**src/rtl/alu_ctrl_pkg.sv**
```systemverilog
// Shared constants for the ALU control sequencer: ALU select codes,
// ALUop codes, funct7 patterns, FSM state encoding and a funct3 helper.
package alu_ctrl_pkg;

  localparam logic [3:0] ALU_ADD  = 4'b0000;
  localparam logic [3:0] ALU_SUB  = 4'b0001;
  localparam logic [3:0] ALU_OR   = 4'b0100;
  localparam logic [3:0] ALU_AND  = 4'b0101;
  localparam logic [3:0] ALU_XOR  = 4'b0111;
  localparam logic [3:0] ALU_SLL  = 4'b1000;
  localparam logic [3:0] ALU_SRL  = 4'b1001;
  localparam logic [3:0] ALU_SRA  = 4'b1011;
  localparam logic [3:0] ALU_SLT  = 4'b1101;
  localparam logic [3:0] ALU_SLTU = 4'b1111;

  localparam logic [1:0] OP_LS = 2'b00;
  localparam logic [1:0] OP_BR = 2'b01;
  localparam logic [1:0] OP_R  = 2'b10;
  localparam logic [1:0] OP_I  = 2'b11;

  localparam logic [6:0] F7_BASE   = 7'b0000000;
  localparam logic [6:0] F7_ALT    = 7'b0100000;
  localparam logic [6:0] F7_MULDIV = 7'b0000001;

  typedef enum logic [1:0] {
    ST_IDLE,
    ST_MD_RUN,
    ST_MD_DONE
  } state_t;

  function automatic logic [3:0] base_sel(
    input logic [2:0] f3
  );
    logic [3:0] s;
    unique case (f3)
      3'b000:  s = ALU_ADD;
      3'b001:  s = ALU_SLL;
      3'b010:  s = ALU_SLT;
      3'b011:  s = ALU_SLTU;
      3'b100:  s = ALU_XOR;
      3'b101:  s = ALU_SRL;
      3'b110:  s = ALU_OR;
      default: s = ALU_AND;
    endcase
    return s;
  endfunction

endpackage

```
**src/rtl/alu_ctrl_seq_if.sv**
```systemverilog
// Request/response bundle of the ALU control sequencer.
// master = control unit side, slave = alu_ctrl_seq.
interface alu_ctrl_seq_if;

  logic       flush_i;
  logic       in_valid_i;
  logic       in_ready_o;
  logic [1:0] alu_op_i;
  logic [2:0] funct3_i;
  logic [6:0] funct7_i;
  logic       out_valid_o;
  logic [3:0] alu_sel_o;
  logic       md_sel_o;
  logic [2:0] md_op_o;
  logic       md_start_o;
  logic       md_busy_o;
  logic       illegal_o;

  modport master (
    output flush_i, in_valid_i,
    output alu_op_i, funct3_i, funct7_i,
    input  in_ready_o, out_valid_o,
    input  alu_sel_o, md_sel_o, md_op_o,
    input  md_start_o, md_busy_o, illegal_o
  );

  modport slave (
    input  flush_i, in_valid_i,
    input  alu_op_i, funct3_i, funct7_i,
    output in_ready_o, out_valid_o,
    output alu_sel_o, md_sel_o, md_op_o,
    output md_start_o, md_busy_o, illegal_o
  );

endinterface

```
**src/rtl/alu_sel_decode.sv**
```systemverilog
// Combinational alu_op/funct3/funct7 -> {alu_sel, is_md, illegal}.
// is_md exists only when ALU_CTRL_M_EXT_EN is defined.
module alu_sel_decode
  import alu_ctrl_pkg::*;
(
  input  logic [1:0] alu_op,
  input  logic [2:0] funct3,
  input  logic [6:0] funct7,
  output logic [3:0] alu_sel,
`ifdef ALU_CTRL_M_EXT_EN
  output logic       is_md,
`endif
  output logic       illegal
);

  always_comb begin
    alu_sel = ALU_ADD;
    illegal = 1'b0;
`ifdef ALU_CTRL_M_EXT_EN
    is_md   = 1'b0;
`endif
    unique case (alu_op)
      OP_LS: alu_sel = ALU_ADD;
      OP_BR: alu_sel = ALU_SUB;
      OP_R: begin
        unique case (1'b1)
          (funct7 == F7_BASE):
            alu_sel = base_sel(funct3);
          (funct7 == F7_ALT): begin
            if (funct3 == 3'b000)
              alu_sel = ALU_SUB;
            else if (funct3 == 3'b101)
              alu_sel = ALU_SRA;
            else
              illegal = 1'b1;
          end
`ifdef ALU_CTRL_M_EXT_EN
          (funct7 == F7_MULDIV):
            is_md = 1'b1;
`endif
          default: illegal = 1'b1;
        endcase
      end
      default: begin
        // I-type: no SUBI, funct7 only matters for shifts
        unique case (1'b1)
          (funct3 == 3'b001): begin
            if (funct7 == F7_BASE)
              alu_sel = ALU_SLL;
            else
              illegal = 1'b1;
          end
          (funct3 == 3'b101): begin
            if (funct7 == F7_BASE)
              alu_sel = ALU_SRL;
            else if (funct7 == F7_ALT)
              alu_sel = ALU_SRA;
            else
              illegal = 1'b1;
          end
          default: alu_sel = base_sel(funct3);
        endcase
      end
    endcase
  end

endmodule

```
**src/rtl/alu_ctrl_seq.sv**
```systemverilog
// Registered ALU control decode plus RV32M multi-cycle sequencing.
// Ports: clk, rst (async high), bus (alu_ctrl_seq_if.slave).
// Macro ALU_CTRL_M_EXT_EN enables MD decode and MD_RUN/MD_DONE states.
module alu_ctrl_seq
  import alu_ctrl_pkg::*;
#(
  parameter int MUL_CYCLES = 4,
  parameter int DIV_CYCLES = 33
) (
  input logic          clk,
  input logic          rst,
  alu_ctrl_seq_if.slave bus
);

  logic [3:0] dec_sel;
  logic       dec_ill;
  logic       in_ready;
  logic       accept;
  logic [3:0] alu_sel_q;
  logic       illegal_q;
  logic [2:0] md_op_q;
  logic       out_valid_q;

  assign accept = in_ready & bus.in_valid_i
                & ~bus.flush_i;

`ifdef ALU_CTRL_M_EXT_EN
  logic dec_md;
`endif

  alu_sel_decode u_dec (
    .alu_op  (bus.alu_op_i),
    .funct3  (bus.funct3_i),
    .funct7  (bus.funct7_i),
    .alu_sel (dec_sel),
`ifdef ALU_CTRL_M_EXT_EN
    .is_md   (dec_md),
`endif
    .illegal (dec_ill)
  );

  // Decode results only change on accept and hold otherwise
  always_ff @(posedge clk or posedge rst) begin
    if (rst) begin
      alu_sel_q <= ALU_ADD;
      illegal_q <= 1'b0;
      md_op_q   <= 3'b000;
    end else if (accept) begin
      alu_sel_q <= dec_sel;
      illegal_q <= dec_ill;
      md_op_q   <= bus.funct3_i;
    end
  end

`ifdef ALU_CTRL_M_EXT_EN
  localparam int MAXC = (MUL_CYCLES > DIV_CYCLES)
                      ? MUL_CYCLES : DIV_CYCLES;
  localparam int CNT_W = $clog2(MAXC + 1);
  localparam logic [CNT_W-1:0] MUL_LD =
    CNT_W'(MUL_CYCLES - 1);
  localparam logic [CNT_W-1:0] DIV_LD =
    CNT_W'(DIV_CYCLES - 1);

  state_t           state;
  logic [CNT_W-1:0] cnt;
  logic             md_sel_q;
  logic             md_start_q;
  logic             md_busy_q;

  assign in_ready = (state == ST_IDLE);

  // Counter loads N-1 so MD_RUN spans exactly N cycles
  always_ff @(posedge clk or posedge rst) begin
    if (rst) begin
      state       <= ST_IDLE;
      cnt         <= '0;
      md_sel_q    <= 1'b0;
      md_start_q  <= 1'b0;
      md_busy_q   <= 1'b0;
      out_valid_q <= 1'b0;
    end else begin
      md_start_q  <= 1'b0;
      out_valid_q <= 1'b0;
      unique case (state)
        ST_IDLE: begin
          if (accept) begin
            md_sel_q <= dec_md;
            if (dec_md) begin
              cnt        <= bus.funct3_i[2]
                          ? DIV_LD : MUL_LD;
              md_start_q <= 1'b1;
              md_busy_q  <= 1'b1;
              state      <= ST_MD_RUN;
            end else begin
              out_valid_q <= 1'b1;
            end
          end
        end
        ST_MD_RUN: begin
          if (bus.flush_i) begin
            state     <= ST_IDLE;
            cnt       <= '0;
            md_busy_q <= 1'b0;
          end else if (cnt == '0) begin
            state       <= ST_MD_DONE;
            md_busy_q   <= 1'b0;
            out_valid_q <= 1'b1;
          end else begin
            cnt <= cnt - 1'b1;
          end
        end
        default: begin
          state <= ST_IDLE;
        end
      endcase
    end
  end

  assign bus.md_sel_o   = md_sel_q;
  assign bus.md_start_o = md_start_q;
  assign bus.md_busy_o  = md_busy_q;
`else
  assign in_ready = 1'b1;

  always_ff @(posedge clk or posedge rst) begin
    if (rst)
      out_valid_q <= 1'b0;
    else
      out_valid_q <= accept;
  end

  assign bus.md_sel_o   = 1'b0;
  assign bus.md_start_o = 1'b0;
  assign bus.md_busy_o  = 1'b0;
`endif

  assign bus.in_ready_o  = in_ready;
  assign bus.out_valid_o = out_valid_q;
  assign bus.alu_sel_o   = alu_sel_q;
  assign bus.illegal_o   = illegal_q;
  assign bus.md_op_o     = md_op_q;

endmodule

```
**src/flat_wrapper.sv**
```systemverilog
// flat-port wrapper written by rule: the top's interface ports become plain ports
module alu_ctrl_seq_flat import alu_ctrl_pkg::*;
#(
  parameter int MUL_CYCLES = 4,
  parameter int DIV_CYCLES = 33
)
  (clk, rst, bus_flush_i, bus_in_valid_i, bus_alu_op_i, bus_funct3_i, bus_funct7_i, bus_in_ready_o, bus_out_valid_o, bus_alu_sel_o, bus_md_sel_o, bus_md_op_o, bus_md_start_o, bus_md_busy_o, bus_illegal_o);
  alu_ctrl_seq_if bus_i ();
  input logic clk;
  input logic rst;
  input wire logic [$bits(bus_i.flush_i)-1:0] bus_flush_i;
  input wire logic [$bits(bus_i.in_valid_i)-1:0] bus_in_valid_i;
  input wire logic [$bits(bus_i.alu_op_i)-1:0] bus_alu_op_i;
  input wire logic [$bits(bus_i.funct3_i)-1:0] bus_funct3_i;
  input wire logic [$bits(bus_i.funct7_i)-1:0] bus_funct7_i;
  output wire logic [$bits(bus_i.in_ready_o)-1:0] bus_in_ready_o;
  output wire logic [$bits(bus_i.out_valid_o)-1:0] bus_out_valid_o;
  output wire logic [$bits(bus_i.alu_sel_o)-1:0] bus_alu_sel_o;
  output wire logic [$bits(bus_i.md_sel_o)-1:0] bus_md_sel_o;
  output wire logic [$bits(bus_i.md_op_o)-1:0] bus_md_op_o;
  output wire logic [$bits(bus_i.md_start_o)-1:0] bus_md_start_o;
  output wire logic [$bits(bus_i.md_busy_o)-1:0] bus_md_busy_o;
  output wire logic [$bits(bus_i.illegal_o)-1:0] bus_illegal_o;
  assign bus_i.flush_i = bus_flush_i;
  assign bus_i.in_valid_i = bus_in_valid_i;
  assign bus_i.alu_op_i = bus_alu_op_i;
  assign bus_i.funct3_i = bus_funct3_i;
  assign bus_i.funct7_i = bus_funct7_i;
  assign bus_in_ready_o = bus_i.in_ready_o;
  assign bus_out_valid_o = bus_i.out_valid_o;
  assign bus_alu_sel_o = bus_i.alu_sel_o;
  assign bus_md_sel_o = bus_i.md_sel_o;
  assign bus_md_op_o = bus_i.md_op_o;
  assign bus_md_start_o = bus_i.md_start_o;
  assign bus_md_busy_o = bus_i.md_busy_o;
  assign bus_illegal_o = bus_i.illegal_o;
  alu_ctrl_seq #(.MUL_CYCLES(MUL_CYCLES), .DIV_CYCLES(DIV_CYCLES)) u_core (.clk(clk), .rst(rst), .bus(bus_i));
endmodule
```
**config.mk**
```make
export PLATFORM = sky130hd
export DESIGN_NAME = alu_ctrl_seq_flat
export DESIGN_NICKNAME = d
export VERILOG_FILES = /design/src/rtl/alu_ctrl_pkg.sv /design/src/rtl/alu_ctrl_seq_if.sv /design/src/rtl/alu_sel_decode.sv /design/src/rtl/alu_ctrl_seq.sv /design/src/flat_wrapper.sv
export SDC_FILE = /design/constraint.sdc
export NUM_CORES = 1
export LEC_CHECK = 0
export ABC_AREA = 1
export ABC_CLOCK_PERIOD_IN_PS = 1290
export BUFFER_PORTS_ARGS = -buffer_cell sky130_fd_sc_hd__buf_4
export CAP_MARGIN = 20
export CORE_MARGIN = 2
export CORE_UTILIZATION = 40
export DETAILED_ROUTE_END_ITERATION = 10
export PLACE_DENSITY = 0.75
export REMOVE_ABC_BUFFERS = 1
export SLEW_MARGIN = 5
export SYNTH_ARGS = -nofsm -noshare
export SYNTH_HDL_FRONTEND = slang
export SYNTH_SLANG_ARGS = --single-unit
```
**constraint.sdc**
```tcl
create_clock -name clk -period 1.29 [get_ports clk]
set_clock_uncertainty 0.1 [all_clocks]
set_input_delay 0.129 -clock clk [delete_from_list [all_inputs] [get_ports clk]]
set_output_delay 0.129 -clock clk [all_outputs]
set_load 0.01 [all_outputs]
```
==> impl_metrics.tcl <==
set metrics [dict create \
    slowest_delay_ps 380 \
    ir_worst_vdd_uv 349.9 \
    root_buffer "clkbuf_4" \
    n_fill_cell 150 \
    grt_max_degree 12 \
    die_w_um 44.64 \
    run_status "complete, no violations" \
    ys_seq_area_frac 0.3409 \
    p_int_uw 528.7 \
    antenna_cells 0 \
    grt_pass1_vias 657 \
    power_frac_seq 0.436 \
    setup_viol 0 \
    drv_slew 0 \
    critPathKind "reg2out" \
    ys_ff_latch 9 \
    min_period_ps 1011 \
    die_area_sq_mm 0.001993 \
    htree_levels 1 \
    post_cts_buffers 0 \
    grt_overflow 0 \
    multi_input_area_sq_um 344.1 \
    grtUsageTotal 0.1608 \
    hold_class "in2reg" \
    cts_tree "yes" \
    wl_per_cell_um 9.484 \
    core.rowCount 14 \
    max-cap-violations 0 \
    clock_sinks 9 \
    fmax_mhz 989.0 \
    path_cells "buf_4" \
    crit_required_ps 1060 \
    via_count 689 \
    clk_pin_slew_ps 60 \
    cp_num_buf_inv 1 \
    final_layout_size_suffix_gt1_frac 0.2190 \
    wl_um 1451 \
    syn_avg_cell_area_sq_um 6.006 \
    postRouteAntennaNets 0 \
    seq_area_sq_um 225.2 \
    hpwl_um 1224 \
    finalSetupTns_ps 0 \
    leakagePower_uw 0.0005544 \
    path_max_fanout 2 \
    crit_slowest_cell "dfrtp_1" \
    yosys_warnings 0 \
    arrival_ps 780 \
    grt_pass1_wl_um 2456 \
    grt.busiest_layer "met2" \
    cts_buffers 3 \
    hold_viol 0 \
    critPathLaunchType "register" \
    grt.met3_usage 0.01224 \
    end_kind "output pin" \
    num-nets-final 155 \
    swShare 0.2901 \
    area_growth_pct 33.14 \
    syn_inst 110 \
    grt_use_met1 0.1832 \
    io_buffers 24 \
    ys_types 17 \
    cp_top_family "flip-flops" \
    drtIter0Drc 5 \
    p_switching_uw 216.1 \
    ios 29 \
    avgViaCountPerCell 4.503 \
    firstDrtPassIters 4 \
    antenna_found_initial 0 \
    gp_congestion 0.8461 \
    postLayoutCoreUtil 0.5772 \
    pwr-share-clk 0.285 \
    clock_latency_ps 250 \
    fin_crit_sh 0.7838 \
    mappedNetlistArea_sq_um 660.6 \
    fp.coreArea_sq_mm 0.001524 \
    grt_util_met2 0.3072 \
    die_h_um 44.64 \
    rsz0062_at_grt "false" \
    combPwrFrac 0.279 \
    p_per_area_mw_per_mm2 846.7 \
    initial_utilization 0.4335 \
    clock_path_buffers 2 \
    drc 0 \
]
placed cells by master, fill, tap and decap left out, drive strengths merged:
cell / n
nand3: 5
nand4: 1
buf: 24
dlygate4sd3: 2
clkbuf: 4
dfrtp: 9
a21oi: 3
ha: 1
nor2: 10
nand3b: 1
inv: 17
nand2: 52
o21ai: 4
conb: 4
state kept, by name, summed over array words and instances (netlist names):
register,flops
u_core.bus.alu_sel_o,4
u_core.bus.illegal_o,1
u_core.bus.md_op_o,3
u_core.bus.out_valid_o,1
Yosys cell counts, drive strengths merged:
cell type	count	area, sq um
nand3b	1	7.510
o21ai	4	20.01
inv	17	63.81
nand3	5	25.02
dfrtp	9	225.2
a21oi	3	15.01
nor2	10	47.55
buf	5	35.03
ha	1	12.51
nand2	52	195.2
nand4	1	6.260
conb	2	7.510
stage by stage:
| step | worst slack, ps | cell area [sq um] | cells | total power [uW] | hold WS (ps) |
|---|---|---|---|---|---|
| 4_1_cts | 279.0 | 879.6 | 153 | 746.8 | 50.85 |
| 3_3_place_gp | 137.8 | 833.3 | 147 | 530.2 | 5.012 |
| 2_1_floorplan | 331.5 | 633.1 | 107 | 427.7 | -143.1 |
| 5_1_grt | 236.9 | 879.6 | 153 | 801.2 | 49.43 |
| 6_report | 278.9 | 879.6 | 153 | 744.7 | 45.35 |
| 3_5_place_dp | 88.88 | 833.3 | 147 | 535.4 | 10.63 |
metal layers:
metal	up-vias	share of wire
li1	374	-
met1	298	0.42
met2	17	0.53
met3	0	0.043
met4	0	0
met5	-	0
path summary, 6_finish.rpt:
check,end,slack [ps],from,cells after the start
setup / recovery,bus_md_op_o[1],280,u_core.bus.md_op_o[1]$_DFFE_PP0P_,1
hold / removal,u_core.bus.alu_sel_o[1]$_DFFE_PP0P_,50,bus_flush_i,4
setup reg to reg,u_core.bus.md_op_o[1]$_DFFE_PP0P_,540,u_core.bus.md_op_o[1]$_DFFE_PP0P_,2
hold reg to reg,u_core.bus.alu_sel_o[1]$_DFFE_PP0P_,380,u_core.bus.alu_sel_o[1]$_DFFE_PP0P_,2
max in group asynchronous,u_core.bus.alu_sel_o[3]$_DFFE_PP0P_,560,rst,3
min in group asynchronous,u_core.bus.md_op_o[1]$_DFFE_PP0P_,280,rst,3
area by class of cell:
cell class                      instances  area share
Tap cell                               16     0.02276
Multi-Input combinational cell         81      0.3912
Inverter                               17     0.07255
Sequential cell                         9      0.2560
Timing Repair Buffer                   26      0.2276
Clock buffer                            4     0.02987
cells by family after synthesis:
group / after synthesis / share of synthesized area
adders and majority gates: 1 / 0.01894
AOI/OAI and AO/OA: 7 / 0.05301
other: 2 / 0.01137
and+or+nand+nor: 69 / 0.4262
DFF: 9 / 0.3409
buffers and inverters: 22 / 0.1496
power by group through the flow:
| stage | Clock, uW | Combinational, uW | Sequential (uW) |
|---|---|---|---|
| global placement | 0 | 201 | 329 |
| global route | 237 | 235 | 329 |
| detailed placement | 0 | 205 | 330 |
| finish | 212 | 208 | 325 |
| CTS | 211 | 211 | 325 |
| floorplan | 0 | 84.3 | 343 |
what timing repair did:
| action | in CTS | in global routing |
|---|---|---|
| endpoints found under the hold margin | 10 | 0 |
| gates resized for setup | 0 | 0 |
| hold buffers | 2 | 0 |
Note: power is estimated with default switching activity, not from simulation.
